===== src/rtl/stack_pkg.sv =====
// Shared types and constants for the stack push/pop sequencer.
package stack_pkg;

    typedef enum logic [2:0] {
        ST_IDLE     = 3'd0,
        ST_PUSH_WR  = 3'd1,
        ST_PUSH_INC = 3'd2,
        ST_POP_DEC  = 3'd3,
        ST_POP_WAIT = 3'd4,
        ST_POP_RD   = 3'd5
    } state_t;

    localparam logic [1:0] SP_HOLD = 2'b00;
    localparam logic [1:0] SP_INC  = 2'b01;
    localparam logic [1:0] SP_DEC  = 2'b10;
    localparam logic [1:0] SP_BAD  = 2'b11;

    localparam logic [2:0] ERR_NONE = 3'b000;
    localparam logic [2:0] ERR_OVF  = 3'b001;
    localparam logic [2:0] ERR_UNF  = 3'b010;
    localparam logic [2:0] ERR_COLL = 3'b011;
    localparam logic [2:0] ERR_TMO  = 3'b100;

    localparam logic [31:0] STACK_BASE = 32'h2000;

endpackage


===== src/rtl/stack_ack_timer.sv =====
// mem_ack wait timer: a down-counter reloaded whenever no access is pending.
// expired is high on the TIMEOUT_CYCLES-th consecutive cycle of run.
module stack_ack_timer #(
    parameter int unsigned TIMEOUT_CYCLES = 16
) (
    input  logic clk,
    input  logic rst_n,
    input  logic run,
    output logic expired
);
    import stack_pkg::*;

    localparam int unsigned CNT_W = (TIMEOUT_CYCLES > 1) ? $clog2(TIMEOUT_CYCLES) : 1;
    localparam logic [CNT_W-1:0] LOAD_VAL = CNT_W'(TIMEOUT_CYCLES - 1);

    logic [CNT_W-1:0] cnt_q, cnt_d;

    // Reload while idle, count down while waiting, park at terminal count.
    always_comb begin
        cnt_d = cnt_q;
        if (!run) begin
            cnt_d = LOAD_VAL;
        end else if (cnt_q != '0) begin
            cnt_d = cnt_q - CNT_W'(1);
        end
    end

    // Counter register.
    always_ff @(posedge clk or negedge rst_n) begin
        if (!rst_n) begin
            cnt_q <= '0;
        end else begin
            cnt_q <= cnt_d;
        end
    end

    assign expired = run && (cnt_q == '0);

endmodule


===== src/rtl/stack_ctrl.sv =====
// Push/pop sequencer keeping an external stack pointer and data memory in
// lockstep (post-increment push, pre-decrement pop). All outputs registered
// except mem_addr, which forwards sp_addr while a request is outstanding.
// Optional: define STACK_TIMEOUT_EN to abort accesses whose mem_ack never comes.
//
// state       | meaning
// ST_IDLE     | waiting for push_req / pop_req, flags errors
// ST_PUSH_WR  | memory write at current SP, waiting for mem_ack
// ST_PUSH_INC | SP increment, push_done pulse
// ST_POP_DEC  | SP decrement
// ST_POP_WAIT | let the SP's registered sp_addr settle
// ST_POP_RD   | memory read at decremented SP, waiting for mem_ack
module stack_ctrl #(
    parameter int unsigned DATA_W         = 32,
    parameter int unsigned ADDR_W         = 32,
    parameter int unsigned STACK_DEPTH    = 256,
    parameter int unsigned TIMEOUT_CYCLES = 16
) (
    input  logic                               clk,
    input  logic                               rst_n,
    input  logic                               push_req,
    input  logic                               pop_req,
    input  logic [DATA_W-1:0]                  push_data,
    output logic                               busy,
    output logic                               push_done,
    output logic                               pop_valid,
    output logic [DATA_W-1:0]                  pop_data,
    output logic [2:0]                         err_code,
    input  logic                               err_clr,
    output logic [$clog2(STACK_DEPTH+1)-1:0]   depth,
    output logic [1:0]                         sp_select,
    input  logic [ADDR_W-1:0]                  sp_addr,
    output logic                               mem_req,
    output logic                               mem_we,
    output logic [ADDR_W-1:0]                  mem_addr,
    output logic [DATA_W-1:0]                  mem_wdata,
    input  logic [DATA_W-1:0]                  mem_rdata,
    input  logic                               mem_ack
);
    import stack_pkg::*;

    localparam int unsigned DEPTH_W = $clog2(STACK_DEPTH + 1);
    localparam logic [DEPTH_W-1:0] DEPTH_MAX = DEPTH_W'(STACK_DEPTH);

    state_t              state_q, state_d;
    logic                busy_q, busy_d;
    logic                push_done_q, push_done_d;
    logic                pop_valid_q, pop_valid_d;
    logic [DATA_W-1:0]   pop_data_q, pop_data_d;
    logic [2:0]          err_code_q, err_code_d;
    logic [DEPTH_W-1:0]  depth_q, depth_d;
    logic [1:0]          sp_select_q, sp_select_d;
    logic                mem_req_q, mem_req_d;
    logic                mem_we_q, mem_we_d;
    logic [DATA_W-1:0]   mem_wdata_q, mem_wdata_d;
    logic                err_set;
    logic [2:0]          err_val;
    logic                tmo_expired;

`ifdef STACK_TIMEOUT_EN
    stack_ack_timer #(
        .TIMEOUT_CYCLES (TIMEOUT_CYCLES)
    ) u_ack_timer (
        .clk     (clk),
        .rst_n   (rst_n),
        .run     (mem_req_q && !mem_ack),
        .expired (tmo_expired)
    );
`else
    assign tmo_expired = 1'b0;
`endif

    // Next-state and next-output logic; outputs change on the transition
    // into the state they belong to so they are valid for that whole state.
    always_comb begin
        state_d     = state_q;
        push_done_d = 1'b0;
        pop_valid_d = 1'b0;
        pop_data_d  = pop_data_q;
        depth_d     = depth_q;
        sp_select_d = SP_HOLD;
        mem_req_d   = mem_req_q;
        mem_we_d    = mem_we_q;
        mem_wdata_d = mem_wdata_q;
        err_set     = 1'b0;
        err_val     = ERR_NONE;

        case (state_q)
            ST_IDLE: begin
                if (push_req && pop_req) begin
                    err_set = 1'b1;
                    err_val = ERR_COLL;
                end else if (push_req) begin
                    if (depth_q == DEPTH_MAX) begin
                        err_set = 1'b1;
                        err_val = ERR_OVF;
                    end else begin
                        mem_wdata_d = push_data;
                        mem_req_d   = 1'b1;
                        mem_we_d    = 1'b1;
                        state_d     = ST_PUSH_WR;
                    end
                end else if (pop_req) begin
                    if (depth_q == '0) begin
                        err_set = 1'b1;
                        err_val = ERR_UNF;
                    end else begin
                        sp_select_d = SP_DEC;
                        depth_d     = depth_q - DEPTH_W'(1);
                        state_d     = ST_POP_DEC;
                    end
                end
            end
            ST_PUSH_WR: begin
                if (mem_ack) begin
                    mem_req_d   = 1'b0;
                    mem_we_d    = 1'b0;
                    sp_select_d = SP_INC;
                    depth_d     = depth_q + DEPTH_W'(1);
                    push_done_d = 1'b1;
                    state_d     = ST_PUSH_INC;
                end else if (tmo_expired) begin
                    mem_req_d = 1'b0;
                    mem_we_d  = 1'b0;
                    err_set   = 1'b1;
                    err_val   = ERR_TMO;
                    state_d   = ST_IDLE;
                end
            end
            ST_PUSH_INC: begin
                state_d = ST_IDLE;
            end
            ST_POP_DEC: begin
                state_d = ST_POP_WAIT;
            end
            ST_POP_WAIT: begin
                mem_req_d = 1'b1;
                mem_we_d  = 1'b0;
                state_d   = ST_POP_RD;
            end
            ST_POP_RD: begin
                if (mem_ack) begin
                    mem_req_d   = 1'b0;
                    pop_data_d  = mem_rdata;
                    pop_valid_d = 1'b1;
                    state_d     = ST_IDLE;
                end else if (tmo_expired) begin
                    mem_req_d = 1'b0;
                    err_set   = 1'b1;
                    err_val   = ERR_TMO;
                    state_d   = ST_IDLE;
                end
            end
            default: begin
                mem_req_d = 1'b0;
                mem_we_d  = 1'b0;
                state_d   = ST_IDLE;
            end
        endcase

        busy_d = (state_d != ST_IDLE);

        err_code_d = err_code_q;
        if (err_clr) begin
            err_code_d = ERR_NONE;
        end else if (err_set) begin
            err_code_d = err_val;
        end
    end

    // State and registered outputs; async reset aborts any access at once.
    always_ff @(posedge clk or negedge rst_n) begin
        if (!rst_n) begin
            state_q     <= ST_IDLE;
            busy_q      <= 1'b0;
            push_done_q <= 1'b0;
            pop_valid_q <= 1'b0;
            pop_data_q  <= '0;
            err_code_q  <= ERR_NONE;
            depth_q     <= '0;
            sp_select_q <= SP_HOLD;
            mem_req_q   <= 1'b0;
            mem_we_q    <= 1'b0;
            mem_wdata_q <= '0;
        end else begin
            state_q     <= state_d;
            busy_q      <= busy_d;
            push_done_q <= push_done_d;
            pop_valid_q <= pop_valid_d;
            pop_data_q  <= pop_data_d;
            err_code_q  <= err_code_d;
            depth_q     <= depth_d;
            sp_select_q <= sp_select_d;
            mem_req_q   <= mem_req_d;
            mem_we_q    <= mem_we_d;
            mem_wdata_q <= mem_wdata_d;
        end
    end

    assign busy      = busy_q;
    assign push_done = push_done_q;
    assign pop_valid = pop_valid_q;
    assign pop_data  = pop_data_q;
    assign err_code  = err_code_q;
    assign depth     = depth_q;
    assign sp_select = sp_select_q;
    assign mem_req   = mem_req_q;
    assign mem_we    = mem_we_q;
    assign mem_addr  = mem_req_q ? sp_addr : '0;
    assign mem_wdata = mem_wdata_q;

endmodule


===== config.mk =====
export PLATFORM = sky130hd
export DESIGN_NAME = stack_ctrl
export DESIGN_NICKNAME = d
export VERILOG_FILES = /design/src/rtl/stack_pkg.sv /design/src/rtl/stack_ack_timer.sv /design/src/rtl/stack_ctrl.sv
export SDC_FILE = /design/constraint.sdc
export NUM_CORES = 1
export LEC_CHECK = 0
export ABC_CLOCK_PERIOD_IN_PS = 2300
export BUFFER_PORTS_ARGS = -buffer_cell sky130_fd_sc_hd__buf_2
export CAP_MARGIN = 40
export CORE_ASPECT_RATIO = 0.7
export CORE_MARGIN = 8
export CORE_UTILIZATION = 35
export DETAILED_ROUTE_END_ITERATION = 8
export PLACE_DENSITY_LB_ADDON = 0.25
export SLEW_MARGIN = 0
export SYNTH_ARGS = -nofsm -noshare
export SYNTH_HDL_FRONTEND = slang
export SYNTH_SLANG_ARGS = --single-unit

===== constraint.sdc =====
create_clock -name clk -period 2.3 [get_ports clk]
set_input_delay 0.115 -clock clk [delete_from_list [all_inputs] [get_ports clk]]
set_output_delay 0.115 -clock clk [all_outputs]
set_load 0.005 [all_outputs]

Yosys cells after proc, flatten, opt, wreduce, memory -nomap -nowiden
Index checks and enable logic that the tools add are counted.
{"block": "totals", "elab_cells": 89, "reg_bits": 86}
{"block": "classes", "muxes": 44, "eq_ne": 14, "add_sub_neg": 2, "n_reduce_logical": 14, "bitwise": 4}
{"cell": "two-way mux 9 bit", "count": 5}
{"cell": "two-way mux 3 bit", "count": 12}
{"cell": "two-way mux 32 bit", "count": 1}
{"cell": "one-hot mux 9 bit (2 select lines)", "count": 1}
{"cell": "two-way mux 1 bit", "count": 15}
{"cell": "one-hot mux 3 bit (5 select lines)", "count": 1}
{"cell": "!= test 2 bit (second input constant)", "count": 7}
{"cell": "two-way mux 2 bit", "count": 6}
{"cell": "AND reduction 5 bit", "count": 2}
{"cell": "adder 9 x 1 -> 9 bit (second input constant)", "count": 1}
{"cell": "== test 9 bit (second input constant)", "count": 1}
{"cell": "zero test 9 bit", "count": 1}
{"cell": "subtractor 9 x 1 -> 9 bit (second input constant)", "count": 1}
{"cell": "== test 3 x 2 -> 1 bit (second input constant)", "count": 2}
{"cell": "== test 3 bit (second input constant)", "count": 2}
{"cell": "AND reduction 6 bit", "count": 1}
{"cell": "inverter 1 bit", "count": 4}
{"cell": "one-hot mux 1 bit (4 select lines)", "count": 1}
{"cell": "one-hot mux 2 bit (2 select lines)", "count": 1}
{"cell": "AND reduction 4 bit", "count": 1}
{"cell": "nonzero test 2 bit", "count": 2}
{"cell": "OR reduction 2 bit", "count": 2}
{"cell": "== test 3 x 1 -> 1 bit (second input constant)", "count": 1}
{"cell": "zero test 3 bit", "count": 1}
{"cell": "other kinds (6)", "count": 6}

Depth between registers and ports, before layout
Gate-level depths: netlist of run 1.
{"block": "logic_depth", "ltp_word": 8, "mapped_depth": 8}

Worst setup path after synthesis of run 1
Ideal clock, no wire load.
{"block": "synth_path", "path_kind": "register to register", "from": "register state_q[2]", "to": "register depth_q[8] (netlist: depth[8])", "arrival_time_ns": 2.387, "period_less_slack_ns": 2.467, "stages_incl_launch_ff": 9, "t_required_ns": 2.220, "slack_ns": -0.167, "setup_ns": 0.080, "cell_sequence": "dfrtp_1 -> clkbuf_1 -> or3b_2 -> fa_1 -> a211oi_1 -> o21a_1 -> o211ai_1 -> a21oi_2 -> xnor2_1"}
{"block": "synth_between", "elab_chain_cells": 3, "word_cells_on_any_way": 10}
{"element": "from (decl)", "line": "stack_ctrl.sv:45", "source": "state_t state_q, state_d;"}
{"element": "from (signal assigned)", "line": "stack_ctrl.sv:186", "source": "state_q <= state_d;"}
{"element": "== test 3 x 1 -> 1 bit or zero test 3 bit (tied branches)", "line": "stack_ctrl.sv:88", "source": "case (state_q)"}
{"element": "!= test 2 bit (no source line) or nonzero test 2 bit (tied branches)"}
{"element": "AND reduction 6 bit (no source line)"}
{"element": "to (signal assigned)", "line": "stack_ctrl.sv:192", "source": "depth_q <= depth_d;"}
{"element": "to (decl)", "line": "stack_ctrl.sv:51", "source": "logic [DEPTH_W-1:0] depth_q, depth_d;"}
Parallel ways exist; a longest one is shown, timed or not.
A chain may end at the register's enable or synchronous reset.

Worst setup path after layout of run 1
{"block": "layout_path", "from": "register state_q[2]", "to": "register depth_q[5] (netlist: depth[5])"}
Same word-level chain as after synthesis.

==> run metrics, run 1 <==
Final Non-Filler Cells=772; DR DRC count=0; Final GP Congestion=between 0.8 and 0.9; final net count=724; Multi-input gate area=1759 um^2; area grow syn2layout=49.78%; DRT Wirelength=11810 um; Iteration-0 DRC Markers=99; IO buf count=215; DRT antenna net count=0; Slew @ Worst Pin=between 0.7 and 0.8 ns; Post-Place Cells=just over 700; FP Rows=32; Switch Pwr=2.949 mW; clock share of power=17.7%; Arr. time, crit path=between 2 and 2.5 ns; status=finished clean; Clk pin slew, worst setup/hold paths=0.06 ns; Yosys reg bits=85; Skew-Pair Late Insertion Delay=around 0.33 ns; Post-Syn Area=3991 um^2; CP required=2.52 ns; switching share of total power=a little over a third; Via density=4.415; vias in the first global route=3591; Max Slew Vio Count=0; synthesized net count=466; proportion of synthesized chip area in sequential cells=53.29%; setup violators final=0; worst hold path type=in2reg; largest net degree at the start of global routing=46; Top FF cell, synth=dfrtp_1; HPWL after DPL=8676 um; CORE AREA=between 10000 and 15000 um^2; Root Buffer=clkbuf_16; share of synthesized flip-flops with an asynchronous set or reset=100.0%; initial antenna violation count=0; Static Leak=3.183 nW; register area=2127 um^2; critical path type=reg2reg; CTS tree=built; worst-path fanout max=9; die area=15130 um^2; yosys warns=0; min Tclk post-route=2.193 ns; first-pass GRT wire length=18970 um; Worst path max stage delay=0.48 ns; ranking of synthesized cells by area=dfrtp_1 (53%), mux2_4 (11%), nand2_1 (10%), and2_1 (5.0%), ha_1 (2.2%); die width=143.6 um; cell-internal power=~5.2 mW; Final period util=between 90% and 100%; Mapped Cells=356; share of the synthesized area in the top cell type=around 53%; RSZ-0062 raised after global routing=true; final hold viol count=0; Setup WS pre-CTS=0.09258 ns; EDFF count, synth=0; Cell Chain, Critical Path=or3b_4 -> ha_2 -> o21ai_0 -> o21bai_1 -> a21oi_2 -> xnor2_1 -> mux2_1; total track usage=15.57%; CP startpoint kind=register; relative slew slack=47.35%; n_diodes=0; share of layout cells above drive strength 1=47.66%; Die Ht=105.3 um; Synth top cells by count=nand2_1 (107), dfrtp_1 (85), and2_1 (32); WL per Instance=15.29 um; library cells used by synthesis=47; Buf/Inv on CP=0; top-count cell post-synth=nand2_1; I/O Pins=between 200 and 250; drt pass-1 iters=4; biggest area consumer among synthesized cells=dfrtp_1; Vias=3408; sequential share of power=33.7%; grt ovf=0; CTS Buf Count=9; CP max stage cell=or3b_4; Starting Density=between 30 and 40%; power per cell area=1358 nW/um^2; Comb pwr share=about 49%; clk sink count=between 80 and 90; CP delay by family, top=simple AND/OR/NAND/NOR gates; VDD IR max=864.3 uV; max cap viols=0; achievable frequency=around 0.46 GHz; Fin Clk Skew=between 0.008 and 0.009 ns; setup ws final=0.1070 ns; Setup crit end kind=register; Fill cells=~1000; Max Root-Sink Buffers=2; H-tree depth=3; Synth Area per Inst=approximately 11 um^2
## per-stage QoR
step	hold slack, ns	area, um^2	total power [mW]	setup TNS (ns)	util, %
finish	0.01556	5978	8.120	0	54.10
global route	0.005210	5978	8.769	-0.01430	54.10
CTS	0.0001538	5947	8.174	0	53.82
detailed placement	0.1461	5278	6.611	0	47.76
global placement	0.1394	5250	6.510	0	47.51
floorplan	-0.1806	3999	5.120	0	-
## power by group through the flow
stage	combinational [mW]	sequential (mW)	clock, mW
after floorplan	2.36	2.76	0
after global placement	3.80	2.71	0
after detailed placement	3.86	2.75	0
after CTS	3.94	2.74	1.49
after global routing	4.37	2.85	1.55
final	3.95	2.74	1.43
## cells by family (layout without fill, tap and decap cells)
logic type	after synthesis	in the layout	share of synthesized area, %
other	1	1	0.09395
adders and majority gates	8	8	2.696
DFF	85	85	53.29
muxes	34	34	12.32
AOI/OAI and AO/OA	40	40	7.241
and+or+nand+nor	159	159	19.22
xor gates and xnor gates	8	8	1.944
buffers and inverters	21	284	3.197
## sequential cells by signal, indices dropped and copies added, names as in the netlist
signal     flops
push_done      1
mem_we         1
pop_data      32
pop_valid      1
mem_req        1
busy           1
depth          9
sp_select      2
mem_wdata     32
state_q        3
err_code       2
## cells in the final DEF, fill, tap and decap left out, types with 2 or more instances in the layout
cell type / synthesis / layout
mux2_4: 29 / 29
buf_12: 0 / 2
clkbuf_16: 0 / 9
a31oi_1: 2 / 2
a21oi_2: 1 / 2
and2_1: 32 / 32
a21o_1: 2 / 2
nand3_1: 2 / 2
inv_1: 3 / 3
nor4_4: 2 / 2
dlygate4sd3_1: 0 / 38
o21ai_2: 4 / 4
ha_1: 7 / 6
xnor2_1: 3 / 3
buf_2: 0 / 214
inv_6: 0 / 2
o21ai_0: 3 / 3
xor2_1: 4 / 4
a211oi_2: 0 / 2
buf_4: 1 / 9
nor2_1: 3 / 3
dfrtp_1: 85 / 85
a211oi_1: 4 / 2
nand2_1: 107 / 107
o21a_1: 3 / 3
nand2b_1: 4 / 4
mux2_2: 4 / 4
o211ai_1: 3 / 3
a21oi_1: 10 / 9
nor3b_1: 2 / 2
clkinv_2: 0 / 2
## routing by layer
layer	up-vias	wire length, um	GRT usage [%]
met2	114	5556	26.16
met3	10	1084	6.129
li1	1697	-	-
met4	0	65	2.693
met5	-	0	0
met1	1587	5100	18.73
## final timing paths
kind / endpoint / start / slack [ns] / depth (start not counted)
min in group asynchronous: mem_wdata[29] / rst_n / 0.31 / 2
worst min-delay path: mem_wdata[5] / push_data[5] / 0.02 / 2
max in group asynchronous: pop_data[25] / rst_n / 1.37 / 3
worst max-delay path: depth[5] / state_q[2] / 0.11 / 7
worst min register to register: pop_data[23] / pop_data[23] / 0.47 / 2
worst max register to register: depth[5] / state_q[2] / 0.11 / 7
## timing repair
| action | 4_1_cts | 5_1_grt |
|---|---|---|
| hold buffers | 37 | 1 |
| setup buffers | 0 | 1 |
| endpoints found under the setup margin | 0 | 2 |
| endpoints found under the hold margin | 77 | 1 |
| resized for setup | 0 | 4 |
## area by class of cell
cell class | instances | area share, %
Sequential cell | 85 | 35.58
Multi-Input combinational cell | 250 | 29.43
Timing Repair Buffer | 264 | 26.54
Clock buffer | 9 | 3.767
Tap cell | 153 | 3.202
Clock inverter | 7 | 1.235
Inverter | 4 | 0.2512
Power figures use the tool's default switching activity.
==> inputs of run 2 (changes only) <==
--- a/config.mk
+++ b/config.mk
@@ -5,6 +5,7 @@
 export SDC_FILE = /design/constraint.sdc
 export NUM_CORES = 1
 export LEC_CHECK = 0
+export ABC_AREA = 1
 export ABC_CLOCK_PERIOD_IN_PS = 2300
 export BUFFER_PORTS_ARGS = -buffer_cell sky130_fd_sc_hd__buf_2
 export CAP_MARGIN = 40
==> run 2 against run 1 <==
  * Core utilization decreased by 2.9 points
  * Clock power decreased by 5%
  * Critical path depth increased by 2
  * Synthesized cell count increased by 41%
  * Register-to-register slack improved by 0.07 ns
  * Highest routed layer unchanged
==> run metrics, run 2 <==
Mapped Cells=501 (was 356); yosys warns=0 (unchanged); Yosys reg bits=85 (unchanged); switching share of total power=40.44% (was 36.31%); die area=15310 um^2 (was 15130 um^2); sequential share of power=35.0% (was 33.7%); CP delay by family, top=simple AND/OR/NAND/NOR gates (unchanged); share of synthesized flip-flops with an asynchronous set or reset=100.0% (unchanged); HPWL after DPL=9712 um (was 8676 um); share of the synthesized area in the top cell type=52.57% (was 53.29%); WL per Instance=14.37 um (was 15.29 um); Via density=4.341 (was 4.415); achievable frequency=0.4708 GHz (was 0.4560 GHz); Worst path max stage delay=0.42 ns (was 0.48 ns); Arr. time, crit path=2.34 ns (was 2.41 ns); Iteration-0 DRC Markers=173 (was 99); FP Rows=33 (was 32); CTS Buf Count=9 (unchanged); Buf/Inv on CP=1 (was 0); RSZ-0062 raised after global routing=false (was true); I/O Pins=217 (unchanged); grt ovf=0 (unchanged); worst hold path type=in2reg (unchanged); CP max stage cell=dfrtp_1 (was or3b_4); drt pass-1 iters=4 (unchanged); Final Non-Filler Cells=909 (was 772); most frequent cells in the layout=buf_2 (214), nand2_1 (203), dfrtp_1 (85) (was buf_2 (214), nand2_1 (107), dfrtp_1 (85)); Final GP Congestion=1.010 (was 0.8325); Switch Pwr=2.979 mW (was 2.949 mW); Max Root-Sink Buffers=2 (unchanged); Clk pin slew, worst setup/hold paths=0.06 ns (about the same); power per cell area=1253 nW/um^2 (was 1358 nW/um^2); top-count cell post-synth=nand2_1 (unchanged); Skew-Pair Late Insertion Delay=0.33 ns (about the same); EDFF count, synth=0 (unchanged); register area=2127 um^2 (unchanged); CP required=2.52 ns (about the same); Post-Place Cells=859 (was 717); Post-Syn Area=4046 um^2 (was 3991 um^2); Root Buffer=clkbuf_16 (unchanged); Starting Density=35.25% (was 36.12%); DRT Wirelength=13060 um (was 11810 um); CTS tree=built (unchanged); clk sink count=85 (unchanged); min Tclk post-route=2.124 ns (was 2.193 ns); biggest area consumer among synthesized cells=dfrtp_1 (unchanged); synthesized net count=611 (was 466); DRT antenna net count=0 (unchanged); critical path type=reg2reg (unchanged); Vias=3946 (was 3408); Final period util=92.35% (was 95.35%); DR DRC count=0 (unchanged); CP startpoint kind=register (unchanged); proportion of synthesized chip area in sequential cells=52.57% (was 53.29%); Synth top cells by count=nand2_1 (203), dfrtp_1 (85), inv_1 (83) (was nand2_1 (107), dfrtp_1 (85), and2_1 (32)); clock share of power=18.4% (was 17.7%); CORE AREA=11480 um^2 (was 11050 um^2); library cells used by synthesis=31 (was 47); status=finished clean (unchanged); Top FF cell, synth=dfrtp_1 (unchanged); commonest non-fill, non-tap cell in the layout=buf_2 (unchanged); Comb pwr share=46.5% (was 48.6%); Post-CTS Resized=0 (unchanged); cell-internal power=4.387 mW (was 5.171 mW); Fin Hold WS=0.01803 ns (was 0.01556 ns); first-pass GRT wire length=20250 um (was 18970 um); Min-Delay Path Depth=3 (was 2); initial antenna violation count=1 (was 0); FF-to-FF path depth=9 (was 7); H-tree depth=3 (unchanged); Fill cells=1096 (was 998); Fin Clk Skew=0.007218 ns (was 0.008766 ns); final hold viol count=0 (unchanged); Die Ht=106.0 um (was 105.3 um); setup_tns=0 ns (unchanged); Static Leak=3.650 nW (was 3.183 nW); die width=144.5 um (was 143.6 um); Cell Chain, Critical Path=nor2_4 -> nand2_2 -> ha_1 -> inv_1 -> o21ai_0 -> a21oi_1 -> or2_2 -> nand3_1 -> nand2_1 (was or3b_4 -> ha_2 -> o21ai_0 -> o21bai_1 -> a21oi_2 -> xnor2_1 -> mux2_1); largest net degree at the start of global routing=68 (was 46); Max Slew Vio Count=0 (unchanged); Setup crit end kind=register (unchanged); area grow syn2layout=45.27% (was 49.78%); Synth Area per Inst=8.077 um^2 (was 11.21 um^2); IO buf count=215 (unchanged); final net count=856 (was 724); total track usage=16.58% (was 15.57%); CP Depth=9 (was 7); worst-path fanout max=11 (was 9); max cap viols=0 (unchanged); VDD IR max=553.7 uV (was 864.3 uV); Multi-input gate area=1476 um^2 (was 1759 um^2); ranking of synthesized cells by area=dfrtp_1 (53%), nand2_1 (19%), inv_1 (7.7%), o21ai_0 (3.6%), nand3_1 (2.8%) (was dfrtp_1 (53%), mux2_4 (11%), nand2_1 (10%), and2_1 (5.0%), ha_1 (2.2%)); vias in the first global route=4052 (was 3591); Finished Core Util=51.21% (was 54.10%); setup violators final=0 (unchanged); share of layout cells above drive strength 1=33.82% (was 47.66%)
[run 2: per-layer routing]
metal  vias to the layer above  part of all wire [%]  global-route usage (%)
met5                         -                     0                       0
met4                         0                   1.3                   4.737
met3                        13                    10                   6.401
met2                       152                    48                   28.19
met1                      1797                    41                   19.07
li1                       1984                     -                       -
[run 2: logic make-up after synthesis]
logic type | synth area share (%)
and+or+nand+nor | 25.66
AOI/OAI and AO/OA | 6.772
xor gates and xnor gates | 1.299
adders and majority gates | 2.659
DFF | 52.57
other | 0.09268
buffers and inverters | 10.95
[run 2: path summary, 6_finish.rpt]
| path | start | endpoint | slack [ns] |
|---|---|---|---|
| max in group asynchronous | rst_n | mem_wdata[7] | 1.35 |
| max reg2reg | state_q[1] | depth[6] | 0.18 |
| min reg2reg | pop_data[24] | pop_data[24] | 0.48 |
| max | state_q[1] | depth[6] | 0.18 |
| min in group asynchronous | rst_n | mem_wdata[10] | 0.29 |
| min | push_data[4] | mem_wdata[4] | 0.02 |
[run 2: repair_timing]
action	4_1_cts	5_1_grt
hold endpoints to repair	67	0
setup endpoints to repair	0	0
hold buffers	33	0
buffers inserted	0	0
[run 2: power by group through the flow]
stage | sequential, mW | combinational, mW | clock [mW]
finish | 2.58 | 3.43 | 1.36
global route | 2.66 | 3.90 | 1.46
CTS | 2.58 | 3.46 | 1.40
detailed placement | 2.59 | 3.40 | 0
global placement | 2.57 | 3.32 | 0
floorplan | 2.62 | 1.96 | 0
[run 2: cell type report]
type                       count  area share [%]
sequential                    85           36.19
multi-input combinational    311           25.12
timing repair buffer         253           25.03
inverter                      86           5.534
clock buffer                  12           4.193
tap                          157           3.342
clock inverter                 4          0.5534
antenna                        1         0.04257
[run 2: through the flow]
| step | power (mW) | instance area [um^2] | setup WS, ns |
|---|---|---|---|
| 3_5_place_dp | 5.990 | 5266 | 0.1967 |
| 5_1_grt | 8.026 | 5878 | 0.05035 |
| 2_1_floorplan | 4.582 | 4046 | 0.4118 |
| 6_report | 7.366 | 5878 | 0.1760 |
| 3_3_place_gp | 5.888 | 5266 | 0.2951 |
| 4_1_cts | 7.439 | 5876 | 0.1916 |
[run 2: worst reg2reg max path, delay by kind of cell, from the launching register on]
family                   cells  cell delay, ns
AO/OA/AOI/OAI                2            0.34
flip-flops                   1            0.42
adder cells (fa/ha/maj)      1            0.42
buffers and inverters        1            0.05
AND/OR/NAND/NOR              5            0.81
==> inputs of run 3 (changes only) <==
--- a/config.mk
+++ b/config.mk
@@ -11,7 +11,7 @@
 export CAP_MARGIN = 40
 export CORE_ASPECT_RATIO = 0.7
 export CORE_MARGIN = 8
-export CORE_UTILIZATION = 35
+export CORE_UTILIZATION = 23
 export DETAILED_ROUTE_END_ITERATION = 8
 export PLACE_DENSITY_LB_ADDON = 0.25
 export SLEW_MARGIN = 0
==> run 3 against run 2 <==
  * Clock skew increased by 0.0012 ns
  * Count of clock-buffer cells in the layout down 2
  * Core utilization shrank 16 points
  * Via count decreased by 1.8%
  * Largest cell class unchanged
  * Register-to-register slack better by 0.098 ns
==> run metrics, run 3 (synthesis gave the netlist of run 2 again) <==
status=finished clean (unchanged); WL per Instance=13.31 um (was 14.37 um); Final period util=88.09% (was 92.35%); clk sink count=85 (unchanged); CORE AREA=17220 um^2 (was 11480 um^2); critical path type=reg2reg (unchanged); Switch Pwr=2.967 mW (was 2.979 mW); commonest non-fill, non-tap cell in the layout=buf_2 (unchanged); I/O Pins=217 (unchanged); achievable frequency=0.4935 GHz (was 0.4708 GHz); r2r setup slk=0.27 ns (was 0.18 ns); Hold Buf Count CTS=34 (was 33); drt pass-1 iters=4 (unchanged); Die Ht=127.0 um (was 106.0 um); Min-Delay Path Depth=3 (unchanged); Worst path max stage delay=0.48 ns (was 0.42 ns); FP Rows=40 (was 33); share of layout cells above drive strength 1=34.00% (was 33.82%); grt ovf=0 (unchanged); worst-path fanout max=7 (was 11); HPWL after DPL=9873 um (was 9712 um); max cap viols=0 (unchanged); Setup crit end kind=register (unchanged); relative slew slack=between 60% and 70%; most frequent cells in the layout=buf_2 (214), nand2_1 (203), dfrtp_1 (85) (unchanged); clock share of power=20.6% (was 18.4%); final hold viol count=0 (unchanged); Critical R2R Launch=state_q[2] (was state_q[1]); sequential share of power=34.3% (was 35.0%); post-CTS setup buffer count=0 (unchanged); CP startpoint kind=register (unchanged); vias in the first global route=3904 (was 4052); Vias=3876 (was 3946); initial antenna violation count=0 (was 1); die width=174.5 um (was 144.5 um); Via density=3.939 (was 4.341); Root Buffer=clkbuf_16 (unchanged); Cell Chain, Critical Path=inv_2 -> nand2_2 -> ha_1 -> inv_1 -> o21ai_0 -> a21oi_1 -> or2_2 -> nand3_1 -> nand2_1 (was nor2_4 -> nand2_2 -> ha_1 -> inv_1 -> o21ai_0 -> a21oi_1 -> or2_2 -> nand3_1 -> nand2_1); CTS Buf Count=9 (unchanged); Arr. time, crit path=2.25 ns (was 2.34 ns); worst hold path type=in2reg (unchanged); DRT antenna net count=0 (unchanged); largest net degree at the start of global routing=47 (was 68); DRT Wirelength=13090 um (was 13060 um); final net count=859 (was 856); Iteration-0 DRC Markers=225 (was 173); Slew @ Worst Pin=~0.53 ns; Comb pwr share=45.2% (was 46.5%); CTS tree=built (unchanged); Max Root-Sink Buffers=2 (unchanged); IO buf count=215 (unchanged); setup_tns=0 ns (unchanged); Skew-Pair Late Insertion Delay=0.33 ns (about the same); Max Slew Vio Count=0 (unchanged); cell-internal power=4.578 mW (was 4.387 mW); CP max stage cell=dfrtp_1 (unchanged); Starting Density=23.50% (was 35.25%); die area=22160 um^2 (was 15310 um^2); Final GP Congestion=0.7495 (was 1.010); FF-to-FF path depth=9 (unchanged); n_diodes=0 (was 1); switching share of total power=39.32% (was 40.44%); min Tclk post-route=2.026 ns (was 2.124 ns); hold path endpoint=mem_wdata[5] (was mem_wdata[4]); area grow syn2layout=48.67% (was 45.27%); Clk pin slew, worst setup/hold paths=0.06 ns (about the same); power per cell area=1254 nW/um^2 (was 1253 nW/um^2); DR DRC count=0 (unchanged); reg2reg end=depth[6] (unchanged); Post-Place Cells=935 (was 859); Post-CTS Resized=0 (unchanged); Final Non-Filler Cells=984 (was 909); beginning of the worst hold path=push_data[5] (was push_data[4]); total track usage=11.79% (was 16.58%); first-pass GRT wire length=21160 um (was 20250 um); CP required=2.52 ns (about the same); VDD IR max=453.1 uV (was 553.7 uV); Static Leak=3.677 nW (was 3.650 nW); setup violators final=0 (unchanged); H-tree depth=3 (unchanged); RSZ-0062 raised after global routing=false (unchanged); Fin Clk Skew=0.008459 ns (was 0.007218 ns)
==> run 3: cell types whose count changed in the layout (fill, tap and decap cells not counted), sizes merged <==
| cell | previous run | this run |
|---|---|---|
| buf | 220 | 222 |
| bufinv | 0 | 2 |
| clkbuf | 12 | 10 |
| clkinvlp | 2 | 1 |
| diode | 1 | 0 |
| dlygate4sd3 | 33 | 34 |
==> run 3: how the worst max path moves through the flow <==
| stage | startpoint | endpoint | slack (ns) | cells past startpoint |
|---|---|---|---|---|
| 2_1_floorplan | state_q[1] | depth[6] | 0.41 | 9 |
| 3_3_place_gp | state_q[1] | depth[6] | 0.32 | 9 |
| 3_5_place_dp | state_q[1] | depth[6] | 0.30 | 9 |
| 4_1_cts | state_q[1] | depth[6] | 0.29 | 9 |
| 5_1_grt | state_q[2] | depth[6] | 0.09 | 9 |
| 6_report | state_q[2] | depth[6] | 0.27 | 9 |
==> run 3: power groups by stage <==
stage               Clock [mW]  Combinational (mW)  Sequential [mW]
floorplan                    0                1.96             2.62
detailed placement           0                3.43             2.59
CTS                       1.62                3.48             2.59
global placement             0                3.42             2.61
finish                    1.55                3.41             2.59
global route              1.67                3.93             2.68
==> run 3: stage by stage <==
stage	setup slack, ns	utilization, %	power [mW]	hold WS [ns]	instance area [um^2]
finish	0.2739	34.94	7.545	0.01914	6016
global route	0.08965	34.94	8.284	0.01419	6016
CTS	0.2893	34.94	7.689	0.005183	6016
detailed placement	0.3032	31.14	6.020	0.1384	5361
global placement	0.3178	31.14	6.026	0.1326	5361
floorplan	0.4118	-	4.582	-0.1806	4046
==> run 3: cell type report <==
type / instances / area [um^2]
Clock inverter: 5 / 85.08
Tap cell: 231 / 289.0
Sequential cell: 85 / 2127
Multi-Input combinational cell: 311 / 1476
Inverter: 86 / 325.3
Timing Repair Buffer: 256 / 1484
Fill cell: 1791 / 11200
Clock buffer: 10 / 229.0
==> run 3: worst max-delay path: cells and delay by family, from the launching register on <==
kind,cells,cell delay (ns)
adders and majority gates,1,0.38
AOI/OAI and AO/OA,2,0.34
DFF,1,0.48
buffers and inverters,2,0.17
and+or+nand+nor,4,0.55
==> run 3: per-layer routing <==
layer  routed length [um]  vias up  global-route usage (%)
met5                    0        -                       0
met4                   83        0                   2.386
met3                 1301        6                   5.444
met2                 5238      168                   16.66
met1                 6469     1701                   16.14
li1                     -     2001                       -
